===== config.mk =====
export PLATFORM = sky130hd
export DESIGN_NAME = rm_event_router_q
export DESIGN_NICKNAME = d
export VERILOG_FILES = /design/src/rtl/ariane_pkg.sv /design/src/rtl/rm_lane_buffer.sv /design/src/rtl/rm_event_router_q.sv
export SDC_FILE = /design/constraint.sdc
export NUM_CORES = 1
export LEC_CHECK = 0
export ABC_AREA = 0
export BUFFER_PORTS_ARGS = -buffer_cell sky130_fd_sc_hd__buf_2
export CAP_MARGIN = 5
export CORE_UTILIZATION = 40
export CTS_CLUSTER_DIAMETER = 120
export DETAILED_ROUTE_END_ITERATION = 7
export PLACE_DENSITY = 0.65
export SLEW_MARGIN = 0
export SYNTH_ARGS = -nofsm -noshare
export SYNTH_HDL_FRONTEND = slang
export SYNTH_SLANG_ARGS = --single-unit

===== constraint.sdc =====
create_clock -name clk_i -period 6.75 [get_ports clk_i]
set_clock_uncertainty 0.15 [all_clocks]
set_input_delay 1.0125 -clock clk_i [delete_from_list [all_inputs] [get_ports clk_i]]
set_output_delay 1.0125 -clock clk_i [all_outputs]
set_load 0.02 [all_outputs]

===== src/rtl/ariane_pkg.sv =====
// rtl/ariane_pkg.sv - shared runtime-monitor types and constants
package ariane_pkg;

  localparam int NUM_LANES         = 5;
  localparam int NUM_EVENTS        = 10;
  localparam int NUM_MONITORED_INS = 2;
  localparam int RM_CNT_W          = 8;

  localparam int RM_LANE_IDX_W = $clog2(NUM_LANES);
  localparam int RM_ITYPE_W    = $clog2(NUM_MONITORED_INS);

  // Per-event routing control produced by the event detectors
  typedef struct packed {
    logic [RM_LANE_IDX_W-1:0] lane0;
    logic [RM_LANE_IDX_W-1:0] lane1;
    logic [RM_ITYPE_W-1:0]    itype;
    logic                     probe_val;
    logic                     reset_lane;
    logic                     two_lane;
  } lane_ctrl;

  typedef enum logic {
    RM_LANE_EMPTY = 1'b0,
    RM_LANE_FULL  = 1'b1
  } rm_lane_state_e;

endpackage


===== src/rtl/rm_lane_buffer.sv =====
// rtl/rm_lane_buffer.sv - per-lane sticky hit buffer with handshake and collision counter
module rm_lane_buffer #(
  parameter int NUM_MONITORED_INS = 2,
  parameter int NUM_EVENTS        = 10,
  parameter int CNT_W             = 8
) (
  input  logic                                         clk_i,
  input  logic                                         rst_ni,
  input  logic [NUM_MONITORED_INS-1:0][NUM_EVENTS-1:0] hit_i,
  input  logic                                         rst_req_i,
  input  logic                                         clr_cnt_i,
  input  logic                                         ready_i,
  output logic                                         valid_o,
  output logic [NUM_MONITORED_INS-1:0][NUM_EVENTS-1:0] vector_o,
  output logic                                         reset_o,
  output logic [CNT_W-1:0]                             coll_cnt_o
);
  import ariane_pkg::*;

  rm_lane_state_e                              state_q;
  logic [NUM_MONITORED_INS-1:0][NUM_EVENTS-1:0] buf_q;
  logic                                        reset_q;
  logic [CNT_W-1:0]                            cnt_q;
  logic [CNT_W-1:0]                            cnt_d;
  logic                                        coll_hit;

  // A collision is a hit landing on a bit already pending while the checker stalls;
  // a lane reset in the same cycle discards the hits, so nothing is counted then.
  assign coll_hit = !rst_req_i && (state_q == RM_LANE_FULL) && !ready_i &&
                    (|(buf_q & hit_i));

  // Saturating collision counter next-state, clear beats increment
  always_comb begin
    cnt_d = cnt_q;
    if (clr_cnt_i) begin
      cnt_d = '0;
    end else if (coll_hit && (cnt_q != {CNT_W{1'b1}})) begin
      cnt_d = cnt_q + CNT_W'(1);
    end
  end

  // EMPTY/FULL state machine owning the sticky buffer and the reset pulse
  always_ff @(posedge clk_i or negedge rst_ni) begin
    if (!rst_ni) begin
      state_q <= RM_LANE_EMPTY;
      buf_q   <= '0;
      reset_q <= 1'b0;
      cnt_q   <= '0;
    end else begin
      reset_q <= rst_req_i;
      cnt_q   <= cnt_d;
      if (rst_req_i) begin
        state_q <= RM_LANE_EMPTY;
        buf_q   <= '0;
      end else begin
        case (state_q)
          RM_LANE_EMPTY: begin
            if (|hit_i) begin
              buf_q   <= hit_i;
              state_q <= RM_LANE_FULL;
            end
          end
          RM_LANE_FULL: begin
            if (ready_i) begin
              buf_q   <= hit_i;
              state_q <= (|hit_i) ? RM_LANE_FULL : RM_LANE_EMPTY;
            end else begin
              buf_q <= buf_q | hit_i;
            end
          end
          default: begin
            state_q <= RM_LANE_EMPTY;
            buf_q   <= '0;
          end
        endcase
      end
    end
  end

  assign valid_o    = (state_q == RM_LANE_FULL);
  assign vector_o   = buf_q;
  assign reset_o    = reset_q;
  assign coll_cnt_o = cnt_q;

endmodule


===== src/rtl/rm_event_router_q.sv =====
// rtl/rm_event_router_q.sv - registered flow-controlled probe event router
module rm_event_router_q #(
  parameter int NUM_LANES         = ariane_pkg::NUM_LANES,
  parameter int NUM_EVENTS        = ariane_pkg::NUM_EVENTS,
  parameter int NUM_MONITORED_INS = ariane_pkg::NUM_MONITORED_INS,
  parameter int CNT_W             = ariane_pkg::RM_CNT_W
) (
  input  logic                                                          clk_i,
  input  logic                                                          rst_ni,
  input  ariane_pkg::lane_ctrl [NUM_EVENTS-1:0]                         events_i,
  input  logic                                                          dual_mode_i,
  input  logic                                                          clr_cnt_i,
  input  logic [NUM_LANES-1:0]                                          lane_ready_i,
  output logic [NUM_LANES-1:0]                                          lane_valid_o,
  output logic [NUM_LANES-1:0][NUM_MONITORED_INS-1:0][NUM_EVENTS-1:0]   lane_vector_o,
  output logic [NUM_LANES-1:0]                                          lane_reset_o,
  output logic [NUM_LANES-1:0][CNT_W-1:0]                               lane_collision_cnt_o,
  output logic [CNT_W-1:0]                                              drop_cnt_o
);
  import ariane_pkg::*;

  logic [NUM_LANES-1:0][NUM_MONITORED_INS-1:0][NUM_EVENTS-1:0] hit;
  logic [NUM_LANES-1:0]                                        rst_req;
  logic                                                        drop_any;
  logic [CNT_W-1:0]                                            drop_cnt_q;

  // Route every active event to its lane(s); target 0 is lane0, target 1 is lane1
  always_comb begin
    hit      = '0;
    rst_req  = '0;
    drop_any = 1'b0;
    for (int i = 0; i < NUM_EVENTS; i++) begin
      for (int t = 0; t < 2; t++) begin
        logic                     tgt_en;
        logic [RM_LANE_IDX_W-1:0] lid;
        tgt_en = (t == 0) ? (!events_i[i].two_lane || dual_mode_i) : events_i[i].two_lane;
        lid    = (t == 0) ? events_i[i].lane0 : events_i[i].lane1;
        if (tgt_en && (events_i[i].probe_val || events_i[i].reset_lane)) begin
          if ((int'(lid) >= NUM_LANES) || (int'(events_i[i].itype) >= NUM_MONITORED_INS)) begin
            drop_any = 1'b1;
          end else begin
            if (events_i[i].probe_val) begin
              hit[lid][events_i[i].itype][i] = 1'b1;
            end
            if (events_i[i].reset_lane) begin
              rst_req[lid] = 1'b1;
            end
          end
        end
      end
    end
  end

  // Saturating count of cycles that dropped at least one target, clear wins
  always_ff @(posedge clk_i or negedge rst_ni) begin
    if (!rst_ni) begin
      drop_cnt_q <= '0;
    end else if (clr_cnt_i) begin
      drop_cnt_q <= '0;
    end else if (drop_any && (drop_cnt_q != {CNT_W{1'b1}})) begin
      drop_cnt_q <= drop_cnt_q + CNT_W'(1);
    end
  end

  assign drop_cnt_o = drop_cnt_q;

  for (genvar l = 0; l < NUM_LANES; l++) begin : g_lane
    rm_lane_buffer #(
      .NUM_MONITORED_INS (NUM_MONITORED_INS),
      .NUM_EVENTS        (NUM_EVENTS),
      .CNT_W             (CNT_W)
    ) u_lane (
      .clk_i      (clk_i),
      .rst_ni     (rst_ni),
      .hit_i      (hit[l]),
      .rst_req_i  (rst_req[l]),
      .clr_cnt_i  (clr_cnt_i),
      .ready_i    (lane_ready_i[l]),
      .valid_o    (lane_valid_o[l]),
      .vector_o   (lane_vector_o[l]),
      .reset_o    (lane_reset_o[l]),
      .coll_cnt_o (lane_collision_cnt_o[l])
    );
  end

endmodule


# After elaboration in Yosys (flattened, before gate mapping)

Index checks and enable logic that the tools add are counted.
Widths: inputs -> output; s select.

Word-level logic and storage cells: 615
Register bits after elaboration: 158

$lt $le $gt $ge: 80
Muxes and demuxes: 312
Add/sub/neg operators: 6
Bitwise logic cells: 53
Eq/ne operators: 11
Reductions and logical operators: 127

Operators with widths:

| cell                | count |
|---|---|
| $mux 100            | 60 |
| $or 100x100->100    | 19 |
| $demux 20 s3        | 20 |
| $mux 20             | 35 |
| $mux 5              | 61 |
| $pmux 20 s2         | 5 |
| $reduce_or 20->1    | 10 |
| $mux 8              | 13 |
| $and 20x20->20      | 5 |
| $demux 10 s1        | 10 |
| $or 20x20->20       | 5 |
| $or 5x5->5          | 19 |
| $lt 3x4->1 const B  | 20 |
| $mux 1              | 76 |
| $logic_and 1x1->1   | 71 |
| $demux 1 s3         | 20 |
| $ge 3x1->1 const B  | 20 |
| $ge 3x3->1 const B  | 20 |
| $add 8x1->8 const B | 6 |
| $ne 8x8->1 const B  | 6 |
| $logic_not 1->1     | 20 |
| $logic_or 1x1->1    | 20 |
| $lt 1x2->1 const B  | 10 |
| $ne 3x2->1 const B  | 5 |
| 11 further kinds    | 33 |

# Longest topological paths before layout

Depth after elaboration: 91
Gate-level depth with buffers: 11
Mapped depth without buffers: 8

# Hierarchy

Synthesis repeated with hierarchy kept, for this count alone.

Cell total of the unflattened synthesis: 1256
Area total of the unflattened synthesis: 10161.0 um^2

By module, submodules not included:

| module                                | times used | cells an instance | area an instance (um^2) | seq. area each (um^2) |
|---|---|---|---|---|
| rm_lane_buffer (g_lane[0].u_lane ...) | 4          | 136               | 1376.3                  | 750.7 |
| rm_event_router_q                     | 1          | 576               | 3278.1                  | 200.2 |
| rm_lane_buffer (g_lane[4].u_lane)     | 1          | 136               | 1377.6                  | 750.7 |

# Worst setup path before layout

No wires, ideal clock.

Path kind: input -> register
Start point: in events_i[1] (netlist bit)
End point: reg g_lane[2].u_lane.buf_q (netlist bit g_lane[2].u_lane.vector_o[19])
Data arrival time: 3.319 ns
Stages: 11
Slack: 3.208 ns
Required time: 6.528 ns
Path buffers: 3
Path through: buf_2 > or2_1 > buf_2 > nand4b_2 > o32ai_1 > or4b_1 > or4_1 > o41ai_2 > buf_2 > a22oi_1 > nor2_1

Cells in the longest elaborated chain, start to end: 83

RTL lines:

| element                    | line                    | source |
|---|---|---|
| start, declared            | rm_event_router_q.sv:10 | `input ariane_pkg::lane_ctrl [NUM_EVENTS-1:0] events_i,` |
| $logic_or 1x1->1           | rm_event_router_q.sv:38 | `if (tgt_en && (events_i[i].probe_val \|\| events_i[i].reset_lane)) begin` |
| $logic_and 1x1->1          | rm_event_router_q.sv:38 |  |
| $mux 100                   | rm_event_router_q.sv:38 |  |
| $or 100x100->100 (no line) | -                       |  |
| $mux 100                   | rm_event_router_q.sv:42 | `if (events_i[i].probe_val) begin` |
| $mux 100                   | rm_event_router_q.sv:39 | `if ((int'(lid) >= NUM_LANES) \|\| (int'(events_i[i].itype) >= NUM_MONITORED_INS)) begin` |
| $mux 100                   | rm_event_router_q.sv:38 |  |
| $or 100x100->100 (no line) | -                       |  |
| [... 67 more ...]          | -                       |  |
| $or 100x100->100 (no line) | -                       |  |
| $mux 100                   | rm_event_router_q.sv:42 |  |
| $mux 100                   | rm_event_router_q.sv:39 |  |
| $mux 100                   | rm_event_router_q.sv:38 |  |
| $or 20x20->20              | rm_lane_buffer.sv:68    | `buf_q <= buf_q \| hit_i;` |
| $mux 20                    | rm_lane_buffer.sv:64    | `if (ready_i) begin` |
| $pmux 20 s2                | rm_lane_buffer.sv:56    | `case (state_q)` |
| $mux 20                    | rm_lane_buffer.sv:52    | `if (rst_req_i) begin` |
| end signal, assigned       | rm_lane_buffer.sv:59    | `buf_q <= hit_i;` |
| end signal, assigned       | rm_lane_buffer.sv:65    | `buf_q <= hit_i;` |
| end signal, assigned       | rm_lane_buffer.sv:68    |  |
| end, declared              | rm_lane_buffer.sv:21    | `logic [NUM_MONITORED_INS-1:0][NUM_EVENTS-1:0] buf_q;` |

Several ways; a longest one is shown, not always the timed one. The select of a mux whose other input is x is not followed.
A chain may end at the register's enable or synchronous reset.

# Worst setup path after layout

Start point: in dual_mode_i
End point: reg g_lane[2].u_lane.cnt_q[5]

Cells in the longest elaborated chain, start to end: 85

RTL lines:

| element                                                           | line                    | source |
|---|---|---|
| start, declared                                                   | rm_event_router_q.sv:11 | `input logic dual_mode_i,` |
| parallel branches: the longest is 82 deep, another holds $mux 100 | -                       |  |
| $logic_and 1x1->1 (*)                                             | rm_lane_buffer.sv:29    | `assign coll_hit = !rst_req_i && (state_q == RM_LANE_FULL) && !ready_i &&` |
| $logic_and 1x1->1 (*)                                             | rm_lane_buffer.sv:37    | `end else if (coll_hit && (cnt_q != {CNT_W{1'b1}})) begin` |
| $reduce_bool 2->1 (no line) (*)                                   | -                       |  |
| end signal, assigned                                              | rm_lane_buffer.sv:51    | `cnt_q <= cnt_d;` |
| end, declared                                                     | rm_lane_buffer.sv:23    | `logic [CNT_W-1:0] cnt_q;` |

Mark *: on every way between the ends.

==> metrics.md <==
| Metric | Value |
|---|---|
| Run status | `finished, final reports clean` |
| Hold crit path type | `reg2reg` |
| Number of buffer and inverter stages on the critical path | `1` |
| Initial drt markers | `1624` |
| Crit-path leading delay family | `simple AND/OR/NAND/NOR gates` |
| Overall track demand over capacity in global routing | `0.331` |
| Power Density | `195 mW/mm^2` |
| Number of setup buffers added after CTS | `0` |
| # nets final | `1694` |
| Clock slew at the register clock pins of the worst setup and hold paths | `0.08 ns` |
| Pin count of the biggest net entering global routing | `71` |
| Cell Area, Synth | `0.0112 mm^2` |
| Setup-failing EPs final | `0` |
| Via density | `6.31` |
| Most common flop cell mapped by yosys | `sky130_fd_sc_hd__dfrtp_1` |
| Cells traversed along the worst timing path | `buf_2 > nor2b_1 > nor2_1 > a32o_1 > nor4_1 > nand3_1 > a211o_1 > or4_1 > a21oi_1` |
| IO Port Bufs | `266` |
| TritonCTS sink count | `158` |
| Mean instance size in the synthesized netlist | `8.21 um^2` |
| Number of antenna violations at the first check in global routing | `7` |
| Die height | `170 um` |
| Final critical delay including setup and external delays | `4.46 ns` |
| Total design power | `2.61 mW` |
| FF-to-FF Start | `g_lane[4].u_lane.vector_o[2]` |
| Final Routed Wirelength | `48600 um` |
| Crit Path Max Fanout | `23` |
| HPWL reported at the end of detailed placement | `38400 um` |
| Total number of vias | `12400` |
| Element type at the critical path start | `input port` |
| Largest family of logic cells by synthesized area | `simple AND/OR/NAND/NOR gates` |
| Most common library cell in the layout ignoring fill and taps | `sky130_fd_sc_hd__buf_2` |
| Die Span X | `170 um` |
| Wire length of the first global-routing pass | `70400 um` |
| Standard-cell rows | `60` |
| Post-synthesis cell type count | `89` |
| Worst Hold Depth | `2` |
| Ys async rst share | `1.00` |
| Yosys Warn Count | `0` |
| Setup CP Type | `in2reg` |
| Adder-Cell Fraction of Synth Area | `0.00668` |
| Multiplexer fraction of the synthesized cell area | `0.0411` |
| Largest incremental delay on the critical path | `0.75 ns` |
| Sort of element at the end of the critical path | `flop` |
| Fraction of layout instances using a drive strength above 1 | `0.226` |
| TritonCTS clock tree | `done` |
| XOR/XNOR share of the synthesized area | `0.00702` |
| Reg2Reg Capture Point | `g_lane[4].u_lane.coll_cnt_o[7]` |
| Post-cts sizing count | `0` |
| Launch instance of the worst min-delay path | `g_lane[4].u_lane.vector_o[4]` |
| Number of search-and-repair iterations in the first detailed-routing pass | `8` |
| RSZ-0062 raised after global routing | `no` |
| Number of gates on the worst path with buffers counted | `9` |
| Basic-gate share of the synthesized area counting and, or, nand and nor cells | `0.321` |
| Leakage power | `5.97 nW` |
| Sequential fraction of the synthesis area | `0.352` |
| Measured slew at the worst slew-check pin | `1.11 ns` |
| Antenna-violating nets left | `0` |
| Total clock buffers created by CTS | `17` |
| Initial standard-cell utilization of the core | `0.412` |
| Worst reg-to-reg path cell count | `6` |
| Final cycle utilization of the critical path | `0.661` |
| Number of non-filler instances in the completed layout | `1967` |
| Worst R2R Setup Slack | `3.95 ns` |
| Setup TNS | `0 ns` |
| Cell count after placement | `1932` |
| Master of the slowest instance on the critical path | `sky130_fd_sc_hd__nand3_1` |
| Root buffer cell | `sky130_fd_sc_hd__clkbuf_16` |
| Max_cap viols | `0` |
| Final estimated routing congestion in global placement | `1.05` |
| Clk_lat worst skew | `0.44 ns` |
| Final Hold Viols | `0` |
| Post-synthesis compound-gate area fraction | `0.227` |
| Boundary pin count | `267` |
| Vias in the first global route | `10900` |
| Gate count after technology mapping | `1368` |
| Number of nets in the synthesized netlist | `1483` |
| Max clock buf depth | `2` |
| Flops & latches, synth | `158` |
| Highest Clock Rate | `0.224 GHz` |
| Area growth syn-to-layout | `18.8%` |
| Worst max-slew margin expressed relative to the limit | `0.253` |
| Die area | `0.0288 mm^2` |
| Commonest cells after routing, fill and taps aside | `sky130_fd_sc_hd__buf_2 (265), sky130_fd_sc_hd__nor2_1 (170), sky130_fd_sc_hd__dfrtp_1 (158), sky130_fd_sc_hd__a21oi_1 (134), sky130_fd_sc_hd__nand2_1 (85)` |
| Worst voltage drop across the vdd grid | `158 uV` |
| H-Tree Level Count | `4` |
| Arrival time at the worst endpoint | `4.67 ns` |
| Overflow left after global routing | `0` |
| Required time reported for the critical path endpoint | `6.96 ns` |
| Routed wire length per instance | `24.7 um` |
| Number of enable-type register cells in the synthesized netlist | `0` |
| Endpoint of the worst hold path | `g_lane[4].u_lane.vector_o[4]` |
| Number of buffers inserted by hold repair at cts | `0` |
| Max-slew violation count | `0` |
| Standard cell core area | `0.0273 mm^2` |
| Total DRC errors in the routed layout | `0` |
## logic make-up (layout without fill, tap and decap cells)
kind of cell,Yosys count,in the layout
flip-flops,158,158
XOR/XNOR,9,9
AND/OR/NAND/NOR,656,656
buffers and inverters,117,341
adder cells (fa/ha/maj),6,6
AO/OA/AOI/OAI,379,379
other,0,3
multiplexers,43,43
## routing by layer
layer / routed length (um) / track usage / vias to the layer above
li1: - / - / 5576
met2: 20900 / 0.485 / 683
met4: 2190 / 0.149 / 8
met3: 4530 / 0.0690 / 118
met5: 62 / 0 / -
met1: 20900 / 0.467 / 6022
## power by group
group          switching (mW)  internal [mW]
registers              0.0259          0.977
logic                   0.428          0.166
clock network           0.483          0.528
total                   0.936           1.67
## through the flow
stage / util / hold WS, ns / cell area, um^2 / setup slack (ns)
2_1_floorplan: - / 0.416 / 11200 / 3.21
3_3_place_gp: 0.467 / 0.344 / 12700 / 1.98
3_5_place_dp: 0.467 / 0.353 / 12700 / 1.95
4_1_cts: 0.489 / 0.362 / 13300 / 2.40
5_1_grt: 0.489 / 0.387 / 13300 / 2.16
6_report: 0.490 / 0.362 / 13300 / 2.29
## worst min-delay path, stage by stage (launching register included)
cell,delay [ns]
sky130_fd_sc_hd__dfrtp_1,0.36
sky130_fd_sc_hd__nand2_1,0.06
sky130_fd_sc_hd__o31ai_1,0.06
## registers in the layout, indices dropped and copies added, names as in the netlist
register	flops
g_lane.u_lane.vector_o	100
g_lane.u_lane.reset_o	5
g_lane.u_lane.valid_o	5
g_lane.u_lane.coll_cnt_o	40
drop_cnt_o	8
## cell usage after synthesis (19+ instances only)
library cell	n	area, um^2
sky130_fd_sc_hd__nor3_1	46	230
sky130_fd_sc_hd__clkbuf_1	54	203
sky130_fd_sc_hd__nand3_1	68	340
sky130_fd_sc_hd__inv_1	31	116
sky130_fd_sc_hd__a22oi_1	25	188
sky130_fd_sc_hd__or3_1	21	131
sky130_fd_sc_hd__nor2_1	170	638
sky130_fd_sc_hd__nand4_1	36	225
sky130_fd_sc_hd__a21oi_1	134	671
sky130_fd_sc_hd__mux2_2	19	214
sky130_fd_sc_hd__dfrtp_1	158	3950
sky130_fd_sc_hd__nor2b_1	43	269
sky130_fd_sc_hd__nand2_1	85	319
sky130_fd_sc_hd__nand2b_1	29	181
sky130_fd_sc_hd__o21ai_0	39	195
## layout make-up
class                   count  area (um^2)
clock inverters            15          169
repair buffers            278         1430
well taps                 372          465
inverters                  31          116
multi-input cells        1093         6780
diodes                      3         7.51
flip-flops and latches    158         3950
fillers                  2732        13900
clock buffers              17          425
## worst max-delay path by stage
stage                      from                              to
floorplan           events_i[1]   g_lane[2].u_lane.vector_o[19]
global placement    dual_mode_i  g_lane[2].u_lane.coll_cnt_o[5]
detailed placement  dual_mode_i  g_lane[2].u_lane.coll_cnt_o[5]
CTS                 dual_mode_i  g_lane[2].u_lane.coll_cnt_o[5]
global route        dual_mode_i  g_lane[2].u_lane.coll_cnt_o[5]
finish              dual_mode_i  g_lane[2].u_lane.coll_cnt_o[5]
Note: power is estimated with default switching activity, not from simulation.
